`src/rtl/async_ring_ctrl_pkg.sv`:
```
// async_ctrl_pkg: controller state encoding and ring reset length
package async_ctrl_pkg;
    typedef enum logic [2:0] {IDLE, RING_RST, RUN, HOLD, ACK, FINISH} state_t;
    localparam int RING_RST_CYCLES = 4;
endpackage

```
`src/rtl/async_ring_ctrl_if.sv`:
```
// async_ring_ctrl_if: valid/ready channel carrying captured ring words
interface async_ring_ctrl_if #(parameter int N = 8);
    logic         m_valid;
    logic         m_ready;
    logic [N-1:0] m_data;
    modport master(output m_valid, m_data, input m_ready);
    modport slave(input m_valid, m_data, output m_ready);
endinterface

```
`src/rtl/async_ring_ctrl_req_sync.sv`:
```
// req_sync: flop chain synchroniser with synchronous clear for the ring request
module req_sync #(parameter int STAGES = 2) (
    input  logic clk,
    input  logic clr,
    input  logic d,
    output logic q
);
    logic [STAGES-1:0] sr;
    always_ff @(posedge clk) sr <= clr ? '0 : {sr[STAGES-2:0], d};
    assign q = sr[STAGES-1];
endmodule

```
`src/rtl/async_ring_ctrl.sv`:
```
// async_ring_ctrl: runs the self-timed ring and hands its words to a valid/ready consumer
module async_ring_ctrl
    import async_ctrl_pkg::*;
#(
    parameter int N           = 8,
    parameter int CNT_W       = 16,
    parameter int SYNC_STAGES = 2,
    parameter int TIMEOUT     = 255
) (
    input  logic             clk,
    input  logic             rst,
    input  logic             start,
    input  logic             stop,
    input  logic [CNT_W-1:0] burst_len,
    input  logic             ring_r_i,
    input  logic [N-1:0]     ring_d_i,
    output logic             ring_a_o,
    output logic             ring_rst_o,
    async_ring_ctrl_if.master m,
    output logic             busy,
    output logic             done,
    output logic             timeout_err,
    output logic [CNT_W-1:0] tok_count
);
    localparam int WD_W = $clog2(TIMEOUT + 1);
    localparam int RC_W = $clog2(RING_RST_CYCLES);
    state_t           state;
    logic             sreq, stop_pend;
    logic [CNT_W-1:0] blen;
    logic [RC_W-1:0]  rc;
    logic [WD_W-1:0]  wd;
    req_sync #(.STAGES(SYNC_STAGES)) u_sync (
        .clk(clk),
        .clr(rst || state == RING_RST),
        .d  (ring_r_i),
        .q  (sreq)
    );
    assign busy = state != IDLE;
    always_ff @(posedge clk) begin
        if (rst) begin
            state       <= IDLE;
            ring_a_o    <= 1'b0;
            ring_rst_o  <= 1'b1;
            m.m_valid   <= 1'b0;
            m.m_data    <= '0;
            done        <= 1'b0;
            timeout_err <= 1'b0;
            tok_count   <= '0;
            blen        <= '0;
            rc          <= '0;
            wd          <= '0;
            stop_pend   <= 1'b0;
        end else begin
            done <= 1'b0;
            if ((state == RUN || state == HOLD) && stop) stop_pend <= 1'b1;
            case (state)
                IDLE: begin
                    stop_pend <= 1'b0;
                    if (start) begin
                        blen        <= burst_len;
                        tok_count   <= '0;
                        timeout_err <= 1'b0;
                        rc          <= '0;
                        ring_a_o    <= 1'b0;
                        state       <= RING_RST;
                    end
                end
                RING_RST: begin
                    if (rc == RC_W'(RING_RST_CYCLES - 1)) begin
                        ring_rst_o <= 1'b0;
                        wd         <= '0;
                        state      <= RUN;
                    end else rc <= rc + 1'b1;
                end
                // ring data is stable from request edge until ack, so it is captured without synchronising
                RUN: begin
                    if (sreq != ring_a_o) begin
                        m.m_data  <= ring_d_i;
                        m.m_valid <= 1'b1;
                        state     <= HOLD;
                    end else if (wd == WD_W'(TIMEOUT - 1)) begin
                        timeout_err <= 1'b1;
                        done        <= 1'b1;
                        ring_rst_o  <= 1'b1;
                        state       <= FINISH;
                    end else wd <= wd + 1'b1;
                end
                HOLD: begin
                    if (m.m_ready) begin
                        m.m_valid <= 1'b0;
                        ring_a_o  <= ~ring_a_o;
                        tok_count <= tok_count + 1'b1;
                        state     <= ACK;
                    end
                end
                // one idle cycle lets the synchroniser catch up with the new ack
                ACK: begin
                    if (stop_pend || (blen != '0 && tok_count == blen)) begin
                        done       <= 1'b1;
                        ring_rst_o <= 1'b1;
                        state      <= FINISH;
                    end else begin
                        wd    <= '0;
                        state <= RUN;
                    end
                end
                FINISH: state <= IDLE;
                default: state <= IDLE;
            endcase
        end
    end
endmodule

```
`src/flat_wrapper.sv`:
```
// flat-port wrapper written by rule: the top's interface ports become plain ports
module async_ring_ctrl_flat import async_ctrl_pkg::*;
#(
    parameter int N           = 8,
    parameter int CNT_W       = 16,
    parameter int SYNC_STAGES = 2,
    parameter int TIMEOUT     = 255
)
  (clk, rst, start, stop, burst_len, ring_r_i, ring_d_i, ring_a_o, ring_rst_o, busy, done, timeout_err, tok_count, m_m_valid, m_m_data, m_m_ready);
  async_ring_ctrl_if #(.N(N)) m_i ();
  input  logic clk;
  input  logic rst;
  input  logic start;
  input  logic stop;
  input  logic [CNT_W-1:0] burst_len;
  input  logic ring_r_i;
  input  logic [N-1:0] ring_d_i;
  output logic ring_a_o;
  output logic ring_rst_o;
  output logic busy;
  output logic done;
  output logic timeout_err;
  output logic [CNT_W-1:0] tok_count;
  output wire logic [$bits(m_i.m_valid)-1:0] m_m_valid;
  output wire logic [$bits(m_i.m_data)-1:0] m_m_data;
  input wire logic [$bits(m_i.m_ready)-1:0] m_m_ready;
  assign m_m_valid = m_i.m_valid;
  assign m_m_data = m_i.m_data;
  assign m_i.m_ready = m_m_ready;
  async_ring_ctrl #(.N(N), .CNT_W(CNT_W), .SYNC_STAGES(SYNC_STAGES), .TIMEOUT(TIMEOUT)) u_core (.clk(clk), .rst(rst), .start(start), .stop(stop), .burst_len(burst_len), .ring_r_i(ring_r_i), .ring_d_i(ring_d_i), .ring_a_o(ring_a_o), .ring_rst_o(ring_rst_o), .m(m_i), .busy(busy), .done(done), .timeout_err(timeout_err), .tok_count(tok_count));
endmodule
```
`config.mk`:
```
export PLATFORM = sky130hd
export DESIGN_NAME = async_ring_ctrl_flat
export DESIGN_NICKNAME = d
export VERILOG_FILES = /design/src/rtl/async_ring_ctrl_pkg.sv /design/src/rtl/async_ring_ctrl_if.sv /design/src/rtl/async_ring_ctrl_req_sync.sv /design/src/rtl/async_ring_ctrl.sv /design/src/flat_wrapper.sv
export SDC_FILE = /design/constraint.sdc
export NUM_CORES = 1
export LEC_CHECK = 0
export CORE_AREA = 2 2 83 85
export CTS_CLUSTER_DIAMETER = 80
export DETAILED_ROUTE_END_ITERATION = 10
export DIE_AREA = 0 0 85 87
export HOLD_SLACK_MARGIN = 0.06
export PLACE_DENSITY = 0.79
export SLEW_MARGIN = 20
export SYNTH_ARGS = -nofsm -noshare
export SYNTH_HDL_FRONTEND = slang
export SYNTH_SLANG_ARGS = --single-unit
export TNS_END_PERCENT = 5
```
`constraint.sdc`:
```
create_clock -name clk -period 2.08 [get_ports clk]
set_input_delay 0.416 -clock clk [delete_from_list [all_inputs] [get_ports clk]]
set_output_delay 0.416 -clock clk [all_outputs]
set_load 0.03 [all_outputs]
```
After elaboration in Yosys (flattened, before gate mapping)
Index checks and enable logic that the tools add are counted.
{"block": "classes", "shift": 0, "n_bitwise": 1, "n_addsub": 3, "mul": 0, "mux": 34, "order_cmp": 0, "eq_ne": 19, "div": 0, "n_reduce_logical": 23}
{"op": "$mux 16", "n": 2}
{"op": "$mux 8", "n": 4}
{"op": "$pmux 16 s2", "n": 1}
{"op": "$pmux 8 s3", "n": 1}
{"op": "$mux 3", "n": 6}
{"op": "$ne 2x2->1 const B", "n": 9}
{"op": "$add 16x1->16 const B", "n": 1}
{"op": "$eq 16x16->1", "n": 1}
{"op": "$reduce_bool 16->1", "n": 1}
{"op": "$pmux 3 s5", "n": 1}
{"op": "$mux 1", "n": 11}
{"op": "$reduce_and 5->1", "n": 2}
{"op": "$reduce_and 3->1", "n": 3}
{"op": "$add 8x1->8 const B", "n": 1}
{"op": "$eq 8x8->1 const B", "n": 1}
{"op": "$pmux 1 s2", "n": 4}
{"op": "$reduce_and 4->1", "n": 2}
{"op": "$reduce_bool 2->1", "n": 4}
{"op": "$eq 3x2->1 const B", "n": 2}
{"op": "$reduce_bool 3->1", "n": 2}
{"op": "$mux 2", "n": 2}
{"op": "$pmux 2 s2", "n": 1}
{"op": "$reduce_and 2->1", "n": 2}
{"op": "$eq 3x1->1 const B", "n": 1}
{"op": "other kinds (12)", "n": 15}
{"block": "word_totals", "latch_bits": 0, "ramBits": 0, "n_memories": 0, "word_cells": 93, "output_inout_bits": 30, "reg_bits": 61, "inputBits": 30, "mem_bits_ro": 0}

Logic depth before layout (Yosys ltp)
Gate-level depths: netlist of the first run.
{"block": "logic_depth", "depth_word": 5, "ltp_mapped": 8, "mapped_depth_nobuf": 7}

Cells and area by module
From an unflattened synthesis of the first run, not the netlist that was laid out.
{"block": "unflattened", "cells_unflattened": 359, "hier_area_um2": 2890.3}
{"module": "async_ring_ctrl", "seq_area_each_um2": 1181.1, "cells_each": 355, "area_per_inst_um2": 2837.7, "n_inst": 1}
{"module": "req_sync", "seq_area_each_um2": 40.0, "cells_each": 4, "area_per_inst_um2": 52.6, "n_inst": 1}

Worst setup path before layout of the first run
Ideal clock, no wire load.
{"block": "synth_path", "path_kind": "register to register", "from": "reg u_core.tok_count[2]", "to": "reg u_core.wd[0]", "setup_time_ns": 0.079, "path_buffers": 1, "setup_slack_ns": 0.150, "arrival_time_ns": 1.850, "stages_incl_launch_ff": 8, "cell_sequence": "dfxtp_1 clkbuf_2 xor2_1 nor4_1 nand2_1 o311a_1 and2_4 a211oi_2"}
{"block": "synth_between", "elab_chain_len": 5}
{"item": "start, declared", "line": "async_ring_ctrl.sv:23", "text": "output logic [CNT_W-1:0] tok_count"}
{"item": "start signal, assigned", "line": "async_ring_ctrl.sv:92", "text": "tok_count <= tok_count + 1'b1;"}
{"item": "$eq 16x16->1", "line": "async_ring_ctrl.sv:98", "text": "if (stop_pend || (blen != '0 && tok_count == blen)) begin"}
{"item": "$logic_and 1x1->1", "line": "async_ring_ctrl.sv:98"}
{"item": "$logic_or 1x1->1", "line": "async_ring_ctrl.sv:98"}
{"item": "$ne 2x2->1 (no source line)"}
{"item": "$reduce_and 5->1 (no source line)"}
{"item": "end signal, assigned", "line": "async_ring_ctrl.sv:86", "text": "end else wd <= wd + 1'b1;"}
{"item": "end, declared", "line": "async_ring_ctrl.sv:31", "text": "logic [WD_W-1:0] wd;"}
Every way passes these cells.
A chain may end at the register's enable or synchronous reset.

Worst setup path after layout of the first run
{"block": "layout_path", "from": "reg u_core.tok_count[12]", "to": "out tok_count[12]"}
{"item": "end, declared", "line": "flat_wrapper.sv:23", "text": "output logic [CNT_W-1:0] tok_count;"}
No word-level cell between the ends.

==> results of run 1 <==
==> synthesized netlist by cell type, drive strengths merged <==
| master | number | share of area (%) |
|---|---|---|
| nand4 | 9 | 2.0 |
| nand2b | 6 | 1.4 |
| mux2i | 1 | 0.35 |
| a311oi | 5 | 1.5 |
| or3b | 1 | 0.39 |
| buf | 4 | 0.65 |
| clkbuf | 12 | 1.7 |
| and2 | 6 | 1.4 |
| nor2b | 3 | 0.65 |
| nor4 | 8 | 1.7 |
| a21o | 1 | 0.26 |
| a211oi | 1 | 0.43 |
| o31a | 1 | 0.30 |
| o31ai | 2 | 0.52 |
| xnor2 | 11 | 3.3 |
| nand3 | 12 | 2.1 |
| a21oi | 39 | 6.9 |
| nand3b | 1 | 0.26 |
| or2 | 1 | 0.22 |
| a32oi | 1 | 0.30 |
| dfxtp | 61 | 42 |
| nor2 | 45 | 5.9 |
| o311a | 1 | 0.35 |
| nor3 | 8 | 1.6 |
| xor2 | 21 | 6.4 |
| and4b | 1 | 0.35 |
| a2111oi | 1 | 0.96 |
| o22ai | 2 | 0.43 |
| a31oi | 2 | 0.43 |
| and4 | 2 | 0.61 |
| o211ai | 1 | 0.26 |
| inv | 8 | 1.0 |
| ha | 4 | 1.7 |
| o21ai | 9 | 1.6 |
| nand2 | 65 | 8.5 |
| a22oi | 1 | 0.26 |
| and3 | 4 | 0.87 |
==> logic make-up after synthesis <==
| logic type | count (synthesis) |
|---|---|
| flops | 61 |
| xor+xnor | 32 |
| compound gates | 67 |
| mux | 1 |
| simple gates | 172 |
| fa+ha+maj | 4 |
| buf+inv | 24 |
==> state kept, by name (all words and copies together), names as in the netlist <==
register / flops
u_core.m.m_data: 8
u_core.wd: 8
u_core.ring_rst_o: 1
u_core.rc: 2
u_core.timeout_err: 1
u_core.u_sync.sr: 2
u_core.state: 3
u_core.ring_a_o: 1
u_core.done: 1
u_core.stop_pend: 1
u_core.tok_count: 16
u_core.m.m_valid: 1
u_core.blen: 16
==> routing by layer <==
metal	vias to the layer above	routed length (um)	part of all wire, %
li1	1400	-	-
met2	85	3613	48
met1	1289	3360	44
met5	-	0	0
met4	0	125	1.7
met3	11	463	6.1
==> stage by stage <==
stage / worst slack, ns / hold WS, ns / setup TNS [ns] / power [mW] / area [sq um]
CTS: 0.05614 / 0.4318 / 0 / 3.150 / 3940
global placement: -0.2481 / 0.4097 / -1.242 / 1.959 / 3719
detailed placement: -0.3020 / 0.4149 / -1.626 / 1.975 / 3719
floorplan: 0.1504 / 0.4057 / 0 / 1.725 / 2877
global route: 0.005987 / 0.4628 / 0 / 3.279 / 3943
finish: 0.06667 / 0.4268 / 0 / 3.137 / 3943
==> path summary, 6_finish.rpt <==
path	start	end	slack, ns	cells past startpoint
hold reg to reg	u_core.u_sync.sr[0]$_SDFF_PP0_	u_core.u_sync.sr[1]$_SDFF_PP0_	0.43	1
setup / recovery	u_core.tok_count[12]$_SDFFE_PP0P_	tok_count[12]	0.07	2
setup reg to reg	u_core.tok_count[11]$_SDFFE_PP0P_	u_core.wd[0]$_SDFFE_PP0P_	0.13	6
hold / removal	u_core.u_sync.sr[0]$_SDFF_PP0_	u_core.u_sync.sr[1]$_SDFF_PP0_	0.43	1
==> timing repair <==
item,in CTS,in global routing
gates resized for setup,3,1
hold endpoints to repair,0,0
endpoints found under the setup margin,1,2
pin swaps,0,1
==> cell type report <==
cell class              instances  area (sq um)  area share (%)
clock buffers                  11         141.4           3.586
multi-input cells             276          1564           39.67
clock inverters                 4         72.57           1.841
repair buffers                 88         810.8           20.56
flip-flops and latches         61          1224           31.04
well taps                      80         100.1           2.539
inverters                       8         30.03          0.7617
==> power by group through the flow <==
stage                     combinational [mW]  clock (mW)  sequential, mW
after floorplan                        0.401           0            1.32
after global placement                 0.632           0            1.33
after detailed placement               0.645           0            1.33
after CTS                              0.655        1.19            1.31
after global routing                   0.728        1.23            1.32
final                                  0.657        1.17            1.31
==> PnR_summary.wiki, run 1 <==
{| class="wikitable"
! Metric !! Value
|-
| Run status || complete, no violations
|-
| Remaining number of nets flagged by the antenna check after routing || 0
|-
| Combinational family with the most area after synthesis || simple AND/OR/NAND/NOR gates
|-
| Net count of the finished layout || 478
|-
| Layer carrying the most global-route usage || met2
|-
| Cells after synthesis || 361
|-
| Category of the most critical setup path || flip-flop to primary output
|-
| Global routing met1 resource utilization || 26.68%
|-
| Max Fanout on Critical Path || 4
|-
| Number of setup buffers added after CTS || 0
|-
| CP max stage delay || 0.68 ns
|-
| Static leakage || 1.543 nW
|-
| Combined buffer and inverter count along the critical path || 2
|-
| Kind of start point of the critical path || flip-flop
|-
| Number of search-and-repair iterations in the first detailed-routing pass || 4
|-
| First-pass GRT wire length || 12,650 um
|-
| Sequential-to-total area share from yosys stat || 42.45%
|-
| Number of inserted filler cells in the final layout || 585
|-
| Total power divided by cell area || 795.7 mW/mm^2
|-
| Routability cong. || 0.8635
|-
| Sw Pwr || 0.9050 mW
|-
| Yosys cell types || 43
|-
| Clock tree root driver cell || sky130_fd_sc_hd__clkbuf_8
|-
| Synthesized area divided by synthesized cell count || 7.968 sq um
|-
| DRC viols || 0
|-
| Cts-stage hold buffer count || 0
|-
| Kind of cell with the highest combined delay on the critical path || buffers and inverters
|-
| Total track usage || 21.39%
|-
| Initial DRC count || 185
|-
| Cell area after synthesis || 0.002877 sq mm
|-
| Core Footprint || 0.006569 sq mm
|-
| Number of violations of the max-capacitance limit || 0
|-
| Initial standard-cell utilization of the core || 43.79%
|-
| Adder and majority gate portion of the synthesized area || 1.740%
|-
| Post-route clock skew || 0.007372 ns
|-
| Number of antenna repair diodes || 0
|-
| Area of the die || 0.007395 sq mm
|-
| Num CTS Buffers || 9
|-
| Post-CTS clock slew at the launch and capture registers of the worst setup and hold paths || 0.07 ns
|-
| Total wirelength of the detailed-routed design || 7561 um
|-
| Met3 Usage GRT || 6.540%
|-
| Routed len/inst || 14.32 um
|-
| Vias || 2,785
|-
| Num rows || 30
|-
| Top library cells by usage in the layout, fill and taps aside || sky130_fd_sc_hd__nand2_1 (65), sky130_fd_sc_hd__dfxtp_1 (59), sky130_fd_sc_hd__clkdlybuf4s50_1 (58)
|-
| Area share of xor/xnor cells in the synthesized design || 9.743%
|-
| Number of sinks driven by the clock tree || 61
|-
| Placed cell count || 513
|-
| Overall overflow remaining after global route || 0
|-
| DP HPWL || 5569 um
|-
| Cells traversed along the worst timing path || buf_4 -> clkdlybuf4s50_1
|-
| Required time worst endpoint || 1.66 ns
|-
| Number of levels in the clock H-tree || 3
|-
| Final worst path period share || 96.79%
|-
| Deepest clock path buffer count || 2
|-
| Mux share of post-synthesis cell area || 0.3480%
|-
| Crit-path slowest cell || sky130_fd_sc_hd__clkdlybuf4s50_1
|-
| Number of max-slew violations in the final report || 0
|-
| Final std cells w/o fill || 528
|-
| Fraction of the core area covered by cells at the end of the flow || 60.02%
|-
| Maximum clock frequency || 496.7 MHz
|-
| Crit path time final || 2.013 ns
|-
| Final Hold Fails || 0
|-
| I/O pin total || 60
|-
| Area grow syn2layout || 37.06%
|-
| Internal Power || 2.232 mW
|-
| Total of endpoints with negative setup slack in the final report || 0
|-
| Number of port buffers || 59
|-
| Via count of the first global-routing pass || 2,719
|-
| Sw frac || 28.85%
|-
| Maximum number of pins on one net before global-route repair || 17
|-
| Initial antenna violation count || 0
|-
| RSZ-0062 raised after global routing || no
|-
| Relative contribution of combinational cells to total power || 20.9%
|-
| WP data arrival || 1.60 ns
|-
| Post-Synthesis Net Count || 395
|-
| Flip-flop and latch count after synthesis || 61
|-
| Peak supply drop || 0.6251 mV
|-
| Most common cell after layout, fill and taps aside || sky130_fd_sc_hd__nand2_1
|-
| Clk_lat worst skew || 0.34 ns
|-
| Max-slew headroom at the worst pin || 65.84%
|-
| Sequential group share of total power || 41.8%
|-
| Warnings from Yosys || 0
|-
| Transition time at the pin with the least slew margin || 0.5071 ns
|-
| Die W || 85 um
|-
| Fraction of layout cells with a size suffix above 1 || 12.05%
|-
| Met2 Use GR || 35.80%
|-
| Proportion of power drawn by the clock network || 37.3%
|-
| Type of the tightest min-delay check || flip-flop to flip-flop
|-
| Avg Vias per Cell || 5.275
|-
| Die outline height || 87 um
|-
| TritonCTS clock tree || done
|-
| Post-synthesis share of cell area spent on and, or, nand and nor gates || 27.84%
|-
| Post-synthesis compound-gate area fraction || 14.53%
|-
| Setup crit end kind || primary output
|}
(Power assumes the default switching activity.)
==> run 2, diff against run 1 <==
Settings changed: ABC_AREA set to 0.
==> results of run 2 <==
Final layout, timing and power as in run 1 (identical DEF).
